### config.mk
export PLATFORM = sky130hd
export DESIGN_NAME = bin_to_dna_flat
export DESIGN_NICKNAME = d
export VERILOG_FILES = /design/src/rtl/dna_pkg.sv /design/src/rtl/bin_to_dna_if.sv /design/src/rtl/bin_to_dna_byte_to_letters.sv /design/src/rtl/bin_to_dna.sv /design/src/flat_wrapper.sv
export SDC_FILE = /design/constraint.sdc
export NUM_CORES = 1
export LEC_CHECK = 0
export BUFFER_PORTS_ARGS = -buffer_cell sky130_fd_sc_hd__buf_2
export CORE_ASPECT_RATIO = 2
export CORE_MARGIN = 4
export CORE_UTILIZATION = 55
export CTS_BUF_LIST = sky130_fd_sc_hd__clkbuf_4
export DETAILED_ROUTE_END_ITERATION = 7
export GPL_TIMING_DRIVEN = 1
export PLACE_DENSITY = 0.88
export SETUP_SLACK_MARGIN = 0.5
export SLEW_MARGIN = 5
export SYNTH_ARGS = -nofsm -noshare
export SYNTH_HDL_FRONTEND = slang
export SYNTH_SLANG_ARGS = --single-unit
### constraint.sdc
create_clock -name clk -period 6.2 [get_ports clk]
set_input_delay 0.62 -clock clk [delete_from_list [all_inputs] [get_ports clk]]
set_output_delay 0.62 -clock clk [all_outputs]
set_load 0.03 [all_outputs]
### src/rtl/dna_pkg.sv
// dna_pkg: shared definitions for the DNA storage encoder/decoder pair.
//   - ASCII nucleotide letters and their 2-bit codes (A=00, C=01, G=10, T=11)
//   - code_to_letter(): 2-bit code -> 8-bit ASCII letter
//   - bin_to_dna FSM state type
package dna_pkg;

  localparam logic [7:0] LTR_A = 8'h41;
  localparam logic [7:0] LTR_C = 8'h43;
  localparam logic [7:0] LTR_G = 8'h47;
  localparam logic [7:0] LTR_T = 8'h54;

  typedef enum logic [1:0] {
    ST_IDLE         = 2'd0,
    ST_ENCODE       = 2'd1,
    ST_UPDATE_INDEX = 2'd2
  } b2d_state_t;

  function automatic logic [7:0] code_to_letter(input logic [1:0] code);
    logic [7:0] ltr;
    case (code)
      2'b00:   ltr = LTR_A;
      2'b01:   ltr = LTR_C;
      2'b10:   ltr = LTR_G;
      default: ltr = LTR_T;
    endcase
    return ltr;
  endfunction

endpackage

### src/rtl/bin_to_dna_if.sv
// bin_to_dna_if: job handshake and data bus of the bin_to_dna encoder.
//   start        level request, a job starts on its rising edge
//   binary_msg   message to encode (8*NUM_BYTES bits)
//   dna          encoded strand (40*NUM_BYTES bits)
//   busy         job in progress
//   finish_flag  job completed, held until next accepted start or reset
// master = job requester, slave = encoder.
interface bin_to_dna_if #(
  parameter int NUM_BYTES = 8
);
  logic                    start;
  logic [8*NUM_BYTES-1:0]  binary_msg;
  logic [40*NUM_BYTES-1:0] dna;
  logic                    busy;
  logic                    finish_flag;

  modport master (
    output start, binary_msg,
    input  dna, busy, finish_flag
  );

  modport slave (
    input  start, binary_msg,
    output dna, busy, finish_flag
  );
endinterface

### src/rtl/bin_to_dna_byte_to_letters.sv
// byte_to_letters: combinational mapping of one message byte to its five
// nucleotide letters {L0,L1,L2,L3,L4}, L0 in the top 8 bits.
//   byte_in  [7:0]   byte to encode
//   letters  [39:0]  five ASCII letters
// L2 is a link letter derived from L1, and L4 carries the low two bits as an
// offset from L2, so the decoder recovers b[1:0] as code(L4) - code(L2).
module byte_to_letters
  import dna_pkg::*;
#(
  parameter int LINK_OFFSET = 1
) (
  input  logic [7:0]  byte_in,
  output logic [39:0] letters
);

  logic [1:0] code_l1;
  logic [1:0] code_l2;
  logic [1:0] code_l4;

  // 2-bit adds wrap naturally, giving the mod-4 arithmetic
  assign code_l1 = byte_in[5:4];
  assign code_l2 = code_l1 + 2'(LINK_OFFSET);
  assign code_l4 = code_l2 + byte_in[1:0];

  assign letters = {code_to_letter(byte_in[7:6]),
                    code_to_letter(code_l1),
                    code_to_letter(code_l2),
                    code_to_letter(byte_in[3:2]),
                    code_to_letter(code_l4)};

endmodule

### src/rtl/bin_to_dna.sv
// bin_to_dna: encodes a NUM_BYTES-byte message into 5 ASCII nucleotides per
// byte, one byte per two cycles, MSB byte first.
//   clk    rising-edge clock
//   reset  synchronous active-high reset
//   bus    bin_to_dna_if slave (start, binary_msg, dna, busy, finish_flag)
//
// state           | meaning
// ----------------+-----------------------------------------------------
// ST_IDLE         | waiting for a start rising edge; outputs held
// ST_ENCODE       | write letters of msg byte[byte_index] to its dna slot
// ST_UPDATE_INDEX | step to next lower byte, or finish after byte 0
module bin_to_dna
  import dna_pkg::*;
#(
  parameter int NUM_BYTES   = 8,
  parameter int LINK_OFFSET = 1
) (
  input  logic       clk,
  input  logic       reset,
  bin_to_dna_if.slave bus
);

  localparam int IDX_W = (NUM_BYTES > 1) ? $clog2(NUM_BYTES) : 1;
  localparam int MSG_W = 8 * NUM_BYTES;
  localparam int DNA_W = 40 * NUM_BYTES;

  b2d_state_t       state, state_nxt;
  logic             start_d;
  logic [IDX_W-1:0] byte_index, byte_index_nxt;
  logic [MSG_W-1:0] msg_reg, msg_reg_nxt;
  logic [DNA_W-1:0] dna_reg, dna_nxt;
  logic             busy_reg, busy_nxt;
  logic             finish_reg, finish_nxt;

  logic [7:0]       cur_byte;
  logic [39:0]      cur_letters;

  assign cur_byte = msg_reg[byte_index*8 +: 8];

  byte_to_letters #(
    .LINK_OFFSET (LINK_OFFSET)
  ) u_byte_to_letters (
    .byte_in (cur_byte),
    .letters (cur_letters)
  );

  always_comb begin
    state_nxt      = state;
    byte_index_nxt = byte_index;
    msg_reg_nxt    = msg_reg;
    dna_nxt        = dna_reg;
    busy_nxt       = busy_reg;
    finish_nxt     = finish_reg;
    case (state)
      ST_IDLE: begin
        // start is only looked at here, so edges while busy are dropped
        if (bus.start && !start_d) begin
          msg_reg_nxt    = bus.binary_msg;
          dna_nxt        = '0;
          byte_index_nxt = IDX_W'(NUM_BYTES - 1);
          finish_nxt     = 1'b0;
          busy_nxt       = 1'b1;
          state_nxt      = ST_ENCODE;
        end
      end
      ST_ENCODE: begin
        dna_nxt[byte_index*40 +: 40] = cur_letters;
        state_nxt                    = ST_UPDATE_INDEX;
      end
      ST_UPDATE_INDEX: begin
        if (byte_index != '0) begin
          byte_index_nxt = byte_index - IDX_W'(1);
          state_nxt      = ST_ENCODE;
        end else begin
          finish_nxt = 1'b1;
          busy_nxt   = 1'b0;
          state_nxt  = ST_IDLE;
        end
      end
      default: state_nxt = ST_IDLE;
    endcase
  end

  always_ff @(posedge clk) begin
    if (reset) begin
      state      <= ST_IDLE;
      start_d    <= 1'b0;
      byte_index <= '0;
      msg_reg    <= '0;
      dna_reg    <= '0;
      busy_reg   <= 1'b0;
      finish_reg <= 1'b0;
    end else begin
      state      <= state_nxt;
      start_d    <= bus.start;
      byte_index <= byte_index_nxt;
      msg_reg    <= msg_reg_nxt;
      dna_reg    <= dna_nxt;
      busy_reg   <= busy_nxt;
      finish_reg <= finish_nxt;
    end
  end

  assign bus.dna         = dna_reg;
  assign bus.busy        = busy_reg;
  assign bus.finish_flag = finish_reg;

endmodule

### src/flat_wrapper.sv
// flat-port wrapper written by rule: the top's interface ports become plain ports
module bin_to_dna_flat import dna_pkg::*;
#(
  parameter int NUM_BYTES   = 8,
  parameter int LINK_OFFSET = 1
)
  (clk, reset, bus_start, bus_binary_msg, bus_dna, bus_busy, bus_finish_flag);
  bin_to_dna_if #(.NUM_BYTES(NUM_BYTES)) bus_i ();
  input  logic clk;
  input  logic reset;
  input wire logic [$bits(bus_i.start)-1:0] bus_start;
  input wire logic [$bits(bus_i.binary_msg)-1:0] bus_binary_msg;
  output wire logic [$bits(bus_i.dna)-1:0] bus_dna;
  output wire logic [$bits(bus_i.busy)-1:0] bus_busy;
  output wire logic [$bits(bus_i.finish_flag)-1:0] bus_finish_flag;
  assign bus_i.start = bus_start;
  assign bus_i.binary_msg = bus_binary_msg;
  assign bus_dna = bus_i.dna;
  assign bus_busy = bus_i.busy;
  assign bus_finish_flag = bus_i.finish_flag;
  bin_to_dna #(.NUM_BYTES(NUM_BYTES), .LINK_OFFSET(LINK_OFFSET)) u_core (.clk(clk), .reset(reset), .bus(bus_i));
endmodule
==> impl_metrics.toml <==
[setup_path]
path_delay_family = "flip-flops"
library_cell_appearing_most_often_on_the_critical_path = "nand2_1"
critical-path-slowest-cell = "dfxtp_1"
timing.critical_path.from = "u_core.byte_index[1]$_SDFFE_PP0P_"
critical_path.reg2reg.startpoint = "u_core.byte_index[1]$_SDFFE_PP0P_"
worstSetupPathType = "reg -> reg"
critical_path.cell_chain = "buf_4, mux4_2, nand2_1, nand2_1, ha_1, xnor2_1, xnor2_1, ha_1, nor2_1, mux4_2, a211oi_1, buf_4, nand2_1, a21oi_1"
critPathCaptureType = "flip-flop"
worst-path-buf-inv = 2
critical_path_required_ns = 6.85
critPathMaxStageDelay_ns = 0.92
biggest_fanout_along_the_worst_timing_path = 21
timing.critical_path.arrival_ns = 5.53
worst_setup_path_start_kind = "flip-flop"

[synthesis]
synth_most_common_cell = "nand2_1"
share_of_the_synthesized_area_in_the_top_cell_type_pct = 36.4
synth-warning-count = 0
seq_area_frac_synth_pct = 36.4
synthDominantAreaCellType = "dfxtp_1"
yosys_register_bits = 272
synthesis.instances = 1822
post_synth_edffs = 0
synth_area_per_inst_um2 = 8.21
postSynth.topFlopCell = "dfxtp_1"
postSynth.asyncResetShare_pct = 0
netlist_area_um2 = 15000
synth_area_leaders = "dfxtp_1 36%, nand2_1 7.3%, a21oi_1 6.5%"
synth_cell_types = 110
synth_top_cells_by_count = "292 x nand2_1, 272 x dfxtp_1, 195 x a21oi_1"

[detailed_routing]
antenna_viol_nets_final = 0
routed-via-count = 15200
route.detailed.drc = 0
wire_per_inst_um = 26.7
avgViaCountPerCell = 6.15
detail_route.wirelength_mm = 65.6
violation_count_after_the_first_detailed_route_iteration = 1245
drt_first_pass_iters = 8

[timing]
setup-violations-final = 0
min_period_ns = 4.88
timing.final.max_slew_violations = 0
grt_setup_unrepaired = "false"
max_slew.worst_pin.slew_ns = 1.22
max_freq_ghz = 0.205
report.final.hold_viol_count = 0
timing.setup.tns_ns = 0
slew_headroom_pct = 18.7
fin_crit_sh_pct = 78.6
timing.clock.skew_ns = 0.0338

[power]
switching_share_pct = 42.4
p_leak_uw = 0.00705
seq_power_share_pct = 35.3
switching_power_uw = 2200
power-per-cell-area_nw_per_um2 = 308
clockPowerShare_pct = 28.3
p_comb_share_pct = 36.4
post-layout-total-power_uw = 5200
internal-power_uw = 2990
vdd_ir_drop_max_uv = 212

[clocking]
h_tree_levels = 2
worst_skew_pair_latency_ns = 0.75
cts_buffer_depth = 3
cts_root_buffer = "clkbuf_4"
clock_slew_at_the_register_clock_pins_of_the_worst_setup_and_hold_paths_ns = 0.08
cts_setup_buffers = 0
hold_buffer_count_at_cts = 0
cts_made_buffers = 59
tritoncts = "built"
clkSinkCount = 272
cts_resized = 0

[grt]
grt_pass1_wl_mm = 93.5
overflow = 0
globalRouteMet2Util_pct = 74.5
initial_antenna_violation_count = 4
largest_net_degree_at_the_start_of_global_routing = 167
grt.busiest_layer = "met2"
via_count_of_the_first_global_routing_pass = 14800
gr-usage-met1_pct = 38.0
grtUsageMet3_pct = 9.07
grt_usage_pct = 41.6

[floorplan]
die_h_um = 241
floorplan.core_area_um2 = 26900
boundaryPins = 389
starting_density_pct = 55.6
fp-row-count = 85
die_area_um2 = 30100
die_outline_width_um = 125

[final_layout]
max_reg_flops = 200
syn2layout_area_growth_pct = 12.8
utilization_pct = 62.7
drive_gt1_share_pct = 25.1
total_number_of_nets_in_the_final_design = 2150

[placed_design]
dpl.hpwl_mm = 49.4
placement.io_buffers = 268
gp_routability_congestion = 1.12

[hold_path]
min-delay-start = "bus_binary_msg[19]"
worst_hold_path_type = "in -> reg"

[run]
cap_viol_max_count = 0

[run_status]
outcome = "finished clean"
-- logic make-up (layout without fill, tap and decap cells) --
group | after synthesis | count (layout) | share of synthesized area [%]
and+or+nand+nor | 741 | 741 | 24.0
AOI/OAI and AO/OA | 438 | 438 | 19.9
DFF | 272 | 272 | 36.4
buffers and inverters | 265 | 436 | 10.4
muxes | 78 | 78 | 6.97
adders and majority gates | 18 | 18 | 1.51
xor gates and xnor gates | 9 | 9 | 0.728
other | 1 | 122 | 0.0251
-- area by class of cell --
class	instances	area [µm²]
Inverter	16	60.1
Clock inverter	26	188
Multi-Input combinational cell	1404	8420
Sequential cell	272	5450
Timing Repair Buffer	312	1700
Fill cell	2277	10000
Clock buffer	82	616
Tap cell	348	435
Antenna cell	2	5.00
-- path summary, 6_finish.rpt --
path                            slack, ns                               end  cells after the start
worst min-delay path                  0.1   u_core.msg_reg[19]$_SDFFE_PP0P_                      3
worst max-delay path                 1.32  u_core.bus.dna[130]$_SDFFE_PP0P_                     14
worst min register to register       0.45   u_core.msg_reg[59]$_SDFFE_PP0P_                      2
worst max register to register       1.32  u_core.bus.dna[130]$_SDFFE_PP0P_                     14
-- layout by cell type (no fill, tap or decap), types with 12 or more instances in the layout --
master	n
a211oi_1	14
a21oi_1	195
a22oi_1	17
and3_1	38
buf_2	267
buf_4	42
clkbuf_4	82
clkinv_1	16
conb_1	120
dfxtp_1	271
ha_1	18
inv_1	14
mux2_1	13
mux2_2	26
mux2i_1	22
mux4_2	16
nand2_1	292
nand2b_1	14
nand3_1	86
nand3b_1	22
nor2_1	142
nor3_1	34
o21a_1	30
o21ai_0	34
o31ai_1	12
or2_2	14
-- through the flow --
stage	setup slack [ns]	instances	area [µm²]	hold WS (ns)
after floorplan	1.57	1941	15400	0.433
after global placement	1.57	2352	16100	0.439
after detailed placement	1.51	2352	16100	0.445
after CTS	1.47	2460	16900	0.0380
after global routing	1.09	2462	16900	0.0785
final	1.32	2462	16900	0.0952
-- worst reg2reg max path, cell delays in order, from the launching register on --
cell      delay, ns
dfxtp_1        0.92
buf_4          0.31
mux4_2         0.31
nand2_1        0.18
nand2_1        0.13
ha_1           0.32
xnor2_1        0.15
xnor2_1        0.22
ha_1           0.44
nor2_1         0.09
mux4_2         0.48
a211oi_1       0.73
buf_4          0.28
nand2_1        0.07
a21oi_1        0.16
-- power groups by stage --
stage	combinational, µW	clock [µW]	sequential [µW]
finish	1890	1470	1830
global route	1940	1560	1840
CTS	1800	1480	1830
detailed placement	1800	0	1870
global placement	1810	0	1870
floorplan	1180	0	1870
-- routing by layer --
layer	wire (µm)	part of all wire (%)
met1	19700	30
met2	32900	50
met3	5250	8.0
met4	7680	12
met5	25	0.038
No activity file was read; power rests on OpenSTA's default activity.
